[config.mk]
export PLATFORM = sky130hd
export DESIGN_NAME = alu_inv_seq
export DESIGN_NICKNAME = d
export VERILOG_FILES = /design/src/rtl/alu_pkg.sv /design/src/rtl/alu_inv_fwd_chk.sv /design/src/rtl/alu_inv_seq.sv
export SDC_FILE = /design/constraint.sdc
export NUM_CORES = 1
export LEC_CHECK = 0
export CAP_MARGIN = 30
export CORE_MARGIN = 5
export CORE_UTILIZATION = 40
export DETAILED_ROUTE_END_ITERATION = 16
export GPL_ROUTABILITY_DRIVEN = 0
export PLACE_DENSITY = 0.75
export SLEW_MARGIN = 20
export SYNTH_ARGS = -nofsm -noshare
export SYNTH_HDL_FRONTEND = slang
export SYNTH_HIERARCHICAL = 1
export SYNTH_SLANG_ARGS = --single-unit
[constraint.sdc]
create_clock -name clk -period 5.4 [get_ports clk]
set_clock_uncertainty 0.1 [all_clocks]
set_input_delay 1.08 -clock clk [delete_from_list [all_inputs] [get_ports clk]]
set_output_delay 1.08 -clock clk [all_outputs]
set_load 0.01 [all_outputs]
[src/rtl/alu_pkg.sv]
// Shared constants and state type for the 7-bit ALU inverse unit.
// Optional self-check hardware is enabled by ALU_INV_CHECK_EN.
package alu_pkg;
  localparam int ALU_W = 7;
  localparam int ALU_SH_W = 3;
  localparam logic [1:0] OP_NOT = 2'b00;
  localparam logic [1:0] OP_ROR = 2'b01;
  typedef enum logic [1:0] {
    IDLE,
    ROT,
    DONE
  } state_t;
endpackage

[src/rtl/alu_inv_fwd_chk.sv]
// Forward NOT/ROR re-application and compare against the captured result.
// Only instantiated when ALU_INV_CHECK_EN is defined.
module alu_inv_fwd_chk
  import alu_pkg::*;
#(
  parameter int W = ALU_W,
  parameter int SH_W = ALU_SH_W
) (
  input  logic [W-1:0]    a,
  input  logic [W-1:0]    r,
  input  logic [SH_W-1:0] n,
  input  logic [1:0]      op,
  output logic            err
);

  logic [W-1:0] fwd;
  logic         bad;

  // re-apply the forward op; an invalid op always flags an error
  always_comb begin
    fwd = '0;
    bad = 1'b1;
    unique case (1'b1)
      op == OP_NOT: begin
        fwd = ~a;
        bad = 1'b0;
      end
      op == OP_ROR: begin
        fwd = a;
        for (int i = 0; i < W - 1; i++) begin
          if (i < int'(n)) begin
            fwd = {fwd[0], fwd[W-1:1]};
          end
        end
        bad = 1'b0;
      end
      default: begin
        fwd = '0;
        bad = 1'b1;
      end
    endcase
    err = bad | (fwd != r);
  end

endmodule

[src/rtl/alu_inv_seq.sv]
// Sequential inverse unit: recovers operand A from an ALU NOT/ROR result.
// Define ALU_INV_CHECK_EN to add the registered chk_err self-check output.
module alu_inv_seq
  import alu_pkg::*;
#(
  parameter int W = ALU_W,
  parameter int SH_W = ALU_SH_W
) (
  input  logic            clk,
  input  logic            rst_n,
  input  logic            in_valid,
  output logic            in_ready,
  input  logic [W-1:0]    in_r,
  input  logic [SH_W-1:0] in_b,
  input  logic [1:0]      in_op,
  output logic            out_valid,
  input  logic            out_ready,
  output logic [W-1:0]    out_a,
  output logic            out_cf,
  output logic            out_sf,
`ifdef ALU_INV_CHECK_EN
  output logic            out_zf,
  output logic            chk_err
`else
  output logic            out_zf
`endif
);

  state_t         state;
  state_t         state_nx;
  logic [W-1:0]    work;
  logic [SH_W-1:0] cnt;
  logic [SH_W-1:0] n;
  logic [W-1:0]    rot;
  logic [W-1:0]    a_nx;
  logic            cf_nx;
  logic            ld;
  logic            acc;
  logic            is_ror;

  assign in_ready  = (state == IDLE);
  assign out_valid = (state == DONE);
  assign acc       = in_valid & in_ready;
  assign n         = SH_W'(int'(in_b) % W);
  assign rot       = {work[W-2:0], work[W-1]};
  assign is_ror    = (in_op == OP_ROR);

  // next state and the value to load into the result registers
  always_comb begin
    state_nx = state;
    a_nx     = out_a;
    cf_nx    = out_cf;
    ld       = 1'b0;
    unique case (state)
      IDLE: begin
        if (acc) begin
          unique case (1'b1)
            in_op == OP_NOT: begin
              a_nx     = ~in_r;
              cf_nx    = 1'b0;
              ld       = 1'b1;
              state_nx = DONE;
            end
            is_ror && (n == '0): begin
              a_nx     = in_r;
              cf_nx    = 1'b0;
              ld       = 1'b1;
              state_nx = DONE;
            end
            is_ror && (n != '0): begin
              state_nx = ROT;
            end
            default: begin
              a_nx     = '0;
              cf_nx    = 1'b0;
              ld       = 1'b1;
              state_nx = DONE;
            end
          endcase
        end
      end
      ROT: begin
        if (cnt == SH_W'(1)) begin
          a_nx     = rot;
          cf_nx    = rot[0];
          ld       = 1'b1;
          state_nx = DONE;
        end
      end
      DONE: begin
        if (out_ready) begin
          state_nx = IDLE;
        end
      end
      default: state_nx = IDLE;
    endcase
  end

  // state register
  always_ff @(posedge clk or negedge rst_n) begin
    if (!rst_n) begin
      state <= IDLE;
    end else begin
      state <= state_nx;
    end
  end

  // rotate working register and step counter
  always_ff @(posedge clk or negedge rst_n) begin
    if (!rst_n) begin
      work <= '0;
      cnt  <= '0;
    end else if (acc) begin
      work <= in_r;
      cnt  <= n;
    end else if (state == ROT) begin
      work <= rot;
      cnt  <= cnt - SH_W'(1);
    end
  end

  // result and flags are loaded together
  always_ff @(posedge clk or negedge rst_n) begin
    if (!rst_n) begin
      out_a  <= '0;
      out_cf <= 1'b0;
      out_sf <= 1'b0;
      out_zf <= 1'b1;
    end else if (ld) begin
      out_a  <= a_nx;
      out_cf <= cf_nx;
      out_sf <= a_nx[W-1];
      out_zf <= ~|a_nx;
    end
  end

`ifdef ALU_INV_CHECK_EN
  logic [W-1:0]    r_q;
  logic [SH_W-1:0] n_q;
  logic [1:0]      op_q;
  logic [W-1:0]    chk_r;
  logic [SH_W-1:0] chk_n;
  logic [1:0]      chk_op;
  logic            err;

  assign chk_r  = in_ready ? in_r : r_q;
  assign chk_n  = in_ready ? n : n_q;
  assign chk_op = in_ready ? in_op : op_q;

  // capture the request so the check can run at the final rotate
  always_ff @(posedge clk or negedge rst_n) begin
    if (!rst_n) begin
      r_q  <= '0;
      n_q  <= '0;
      op_q <= '0;
    end else if (acc) begin
      r_q  <= in_r;
      n_q  <= n;
      op_q <= in_op;
    end
  end

  alu_inv_fwd_chk #(
    .W    (W),
    .SH_W (SH_W)
  ) u_chk (
    .a   (a_nx),
    .r   (chk_r),
    .n   (chk_n),
    .op  (chk_op),
    .err (err)
  );

  // check flag is registered alongside the result
  always_ff @(posedge clk or negedge rst_n) begin
    if (!rst_n) begin
      chk_err <= 1'b0;
    end else if (ld) begin
      chk_err <= err;
    end
  end
`endif

endmodule

==> run metrics, run 1 <==
largest net degree at the start of global routing 23; fin crit period 3350 ps; crit path max fanout 11; TritonCTS clock tree built; cells along the critical path clkdlybuf4s50_1 -> nor2b_1 -> a21oi_1 -> or2_1 -> or3_4 -> o31ai_2; Synth Warn # 6; non-filler cells, final 213; DR pass1 iterations 4; initial antenna violation count 0; top cells by area, synth dfrtp_1 (38%), o21ai_0 (5.7%), a22oi_1 (5.1%); Hold-fix buffers, CTS 0; post-synthesis register bit count 21; top routing layer used met4; Setup Crit Path Kind in -> reg; PwrDens 439 nW/um2; post-synthesis sequential area ratio 0.401; die height 67.3 um; most numerous cell in the Yosys netlist dfrtp_1; Worst-Skew Late Latency 300 ps; VDD IR max 0.210 mV; top cell type by total area after synthesis dfrtp_1; Ant. Diodes 0; post-CTS setup buffers 0; IO Port Bufs 27; Die Area 4530 um2; DR DRC count 0; post-synth cell types 47; met3 WL post-DR 235 um; core footprint 3100 um2; CP arrival 3480 ps; TNS Setup 0 ps; Initial Util 0.423; Critical Path Start in_valid; # clock sinks 21; Final Util 0.523; Clock Pin Slew Worst Setup and Hold Paths 120 ps; Max Freq 298 MHz; drt via density 5.54; Clock H-tree levels 1; Syn Inst Count 146; final hold violations 0; CTS Buffer Depth 2; P&R area growth vs syn 23.6%; crit path to out_zf; crit path launch type input pin; Mean Syn Cell Area 9.00 um2; final wirelength 3.14 mm; Req. time, crit path 5530 ps; Async SR Flop Fraction 1.00; slowest CP cell nor2b_1; GRT Overall Usage 0.155; crit share post-route 0.621; clk root buf clkbuf_4; Leak 0.000710 uW; Die W 67.3 um; # IOs 28; DRT iter0 DRCs 77; unrepaired setup endpoints after global routing no; Rows 20; Post-Syn Area 1310 um2; top_reg_cell synth dfrtp_1; Routed wire per std cell 14.8 um; Overflow after GRT 0; top cells by count, synth dfrtp_1 (20), nand2_1 (18), o21ai_0 (15); Met1 Wirelength 1.35 mm; DP Wirelength 2.42 mm; Reg2Reg Setup Slack 2690 ps; worst slew pin tran 823 ps; met2 routed WL 1.48 mm; Max Slew Vio Count 0; reg-to-reg critical path endpoint out_zf; placed insts 208; post-cts resize count 0; Routed Antenna Nets 0; Critical Path End Type flip-flop; CP peak stage delay 680 ps; max_cap viols 0; Hold Crit Class reg -> reg; via count 1181; cts bufs inserted 3; Final #Nets 189; syn nets 165; first-pass GRT wire length 5.38 mm; worst r2r path cells 5; number of synthesized flops with an enable pin 0; Worst slew margin 0.450; vias in the first global route 1189; final setup vio count 0; fraction of layout cells with a size suffix above 1 0.124; status completed; top cell type's share of synthesized area 0.381; Reg-to-Reg Start state[0]
==> worst min path at each step <==
stage	start	endpoint	slack, ps	cells past startpoint
6_report	out_a[1]	out_a[1]	390	1
5_1_grt	out_zf	out_zf	410	2
4_1_cts	out_a[1]	out_a[1]	390	1
3_5_place_dp	out_a[1]	out_a[1]	370	1
3_3_place_gp	out_a[1]	out_a[1]	360	1
2_1_floorplan	cnt[1]	cnt[1]	350	2
==> area by class of cell <==
class / count / area [um2]
timing repair buffer: 28 / 282
sequential: 21 / 527
tap: 44 / 55.1
clock buffer: 3 / 22.5
inverter: 5 / 18.8
clock inverter: 1 / 5.00
multi-input combinational: 111 / 714
fill: 304 / 1480
==> sequential cells by signal (all words and copies together) (netlist names) <==
signal	count
cnt	3
out_a	7
work	7
out_zf	1
state	2
out_cf	1
==> critical path: cells and delay by family <==
kind | cells | cell delay [ps]
simple gates | 3 | 1460
buf+inv | 1 | 560
compound gates | 2 | 370
==> where the power goes <==
group | internal, uW | switching (uW)
logic | 170 | 147
clock network | 27.7 | 48.8
registers | 229 | 89.6
total | 427 | 286
==> stage by stage <==
| stage | cell area [um2] | hold slack [ps] | total power, uW | setup WS, ps |
|---|---|---|---|---|
| 6_report | 1620 | 387 | 713 | 2050 |
| 5_1_grt | 1620 | 409 | 774 | 1920 |
| 4_1_cts | 1610 | 394 | 717 | 2100 |
| 3_5_place_dp | 1590 | 366 | 642 | 1790 |
| 3_3_place_gp | 1590 | 365 | 628 | 1870 |
| 2_1_floorplan | 1310 | 350 | 509 | 2530 |
==> layout by cell type, fill, tap and decap left out, types with 2 or more instances in the layout <==
master / n
nand4_1: 2
clkbuf_4: 3
nor2_1: 5
nand3_1: 5
nand2_1: 18
dfrtp_1: 20
inv_1: 5
nor2b_1: 2
or3_4: 2
nor3_1: 5
a21o_1: 5
o21ai_0: 15
a21oi_1: 11
o21ai_1: 2
ha_1: 3
clkdlybuf4s50_1: 27
a22oi_1: 9
==> routing by layer <==
layer	vias up	track usage
met5	-	0
met2	45	0.259
li1	578	-
met1	550	0.188
met3	8	0.0449
met4	0	0.0557
==> cells by family after synthesis <==
logic type / Yosys count / synth area share
AND/OR/NAND/NOR: 55 / 0.248
AO/OA/AOI/OAI: 50 / 0.245
flip-flops: 21 / 0.401
buffers and inverters: 14 / 0.0552
adder cells (fa/ha/maj): 3 / 0.0286
multiplexers: 2 / 0.0162
XOR/XNOR: 1 / 0.00667
Note: power is estimated with default switching activity, not from simulation.
==> inputs of run 2 (changes only) <==
PLACE_DENSITY = 0.78   (was 0.75)
clock period = 2.7 ns   (was 5.4 ns; I/O delays follow)
==> run 2 against run 1 <==
Against the previous run: wire length grew 4.5%; flip-flop and latch count is the same; via count grew 5.4%; sequential share of layout area shrank 1.8 points; clock-buffer cell count is the same; cell area grew 5.8%; global-route usage grew 0.34 points; critical path depth grew 2; largest cell class unchanged; largest power group is now combinational cells.
==> run metrics, run 2 (same netlist as run 1, synthesis figures left out) <==
Worst-Skew Late Latency 310 ps; VDD IR max 0.363 mV; most frequent cells in the layout clkdlybuf4s50_1 (27), dfrtp_1 (20), nand2_1 (18); # IOs 28; via count 1245; final setup margin 167 ps; total power 1480 uW; Die W 67.3 um; Clock Pin Slew Worst Setup and Hold Paths 110 ps; DRT iter0 DRCs 47; reg-to-reg critical path endpoint out_zf; Reg2Reg Setup Slack 450 ps; crit path launch type input pin; post-cts resize count 0; final setup vio count 0; CP peak stage delay 430 ps; Reg-to-Reg Start state[1]; most common cell after layout, fill and taps aside clkdlybuf4s50_1; IO Port Bufs 27; DR DRC count 0; final hold violations 0; Routed Antenna Nets 0; status completed; fill cell total of the finished layout 296; CP arrival 2660 ps; worst slew pin tran 716 ps; die height 67.3 um; pre-CTS setup slack -164 ps; CTS Buffer Depth 2; Hold-fix buffers, CTS 0; fin crit period 2530 ps; post-CTS setup buffers 0; Clock H-tree levels 1; Initial Util 0.423; Net Switching 584 uW; Routed wire per std cell 14.5 um; Hold Path Stages 1; slowest CP cell clkdlybuf4s50_1; Req. time, crit path 2830 ps; core footprint 3100 um2; Flop pwr share 0.416; clock network fraction of total power 0.102; first-pass GRT wire length 5.45 mm; Max Freq 395 MHz; Overflow after GRT 0; area taken by multi-input logic gates 714 um2; final wirelength 3.28 mm; Max Slew Vio Count 0; cts bufs inserted 3; combinational share of power 0.481; Worst slew margin 0.522; DR pass1 iterations 4; largest net degree at the start of global routing 22; TritonCTS clock tree built; crit path max fanout 4; Reg area 527 um2; Final #Nets 202; Leak 0.000771 uW; # clock sinks 21; P&R area growth vs syn 30.8%; clk root buf clkbuf_4; worst r2r path cells 6; DP Wirelength 2.62 mm; GRT Overall Usage 0.158; drt via density 5.51; PwrDens 861 nW/um2; P_int 895 uW; vias in the first global route 1179; initial antenna violation count 0; hold_sp out_a[1]; crit share post-route 0.938; unrepaired setup endpoints after global routing no; top flop regs out_a x7, work x7, cnt x3; switching share of power 0.395; Ant. Diodes 0; fraction of layout cells with a size suffix above 1 0.187; Setup Crit Path Kind in -> reg; max_cap viols 0; Hold EP out_a[1]; Die Area 4530 um2; Critical Path End Type flip-flop; Hold Crit Class reg -> reg; cells along the critical path clkdlybuf4s50_1 -> ha_1 -> nand4b_1 -> and2_4 -> a221oi_2 -> nand3_1 -> or4_1 -> o31ai_2; Rows 20
## run 2: changes by cell type in the layout (fill, tap and decap cells not counted), sizes merged
cell / previous run / this run
buf: 1 / 14
## run 2: layer usage
layer  track usage  routed length [um]
met1         0.206                1440
met2         0.256                1600
met3        0.0449                 224
met4        0.0430                  20
met5             0                   0
## run 2: worst max-delay path by stage
stage             from      to  slack [ps]  cells past startpoint
4_1_cts        in_b[0]  out_zf         170                      8
3_3_place_gp   in_b[0]  out_zf        -110                      8
6_report       in_b[0]  out_zf         170                      8
3_5_place_dp   in_b[0]  out_zf        -160                      8
5_1_grt        in_b[0]  out_zf          50                      8
2_1_floorplan  in_b[0]  out_zf         370                      8
## run 2: power by group through the flow
stage,Sequential (uW),Combinational [uW],Clock (uW)
2_1_floorplan,578,439,0
3_3_place_gp,610,692,0
3_5_place_dp,622,717,0
4_1_cts,616,719,156
5_1_grt,643,780,170
6_report,616,712,151
## run 2: final cells by class
type / count / share of cell area
Clock inverter: 1 / 0.00291
Timing Repair Buffer: 41 / 0.218
Clock buffer: 3 / 0.0131
Sequential cell: 21 / 0.307
Inverter: 5 / 0.0109
Tap cell: 44 / 0.0320
Multi-Input combinational cell: 111 / 0.416
## run 2: metrics by stage
stage                     setup TNS, ps  utilization  hold WS [ps]  cells  instance area, um2
after floorplan                       0            -           144    146                1310
after global routing                  0        0.554           426    226                1720
after global placement             -107        0.545           359    222                1690
after detailed placement           -164        0.545           377    222                1690
after CTS                             0        0.554           404    226                1720
final                                 0        0.554           392    226                1720
## run 2: worst max-delay path: cells and delay by family
| kind | cells | cell delay, ps |
|---|---|---|
| buffers and inverters | 1 | 430 |
| and+or+nand+nor | 4 | 960 |
| AOI/OAI and AO/OA | 2 | 430 |
| adders and majority gates | 1 | 310 |
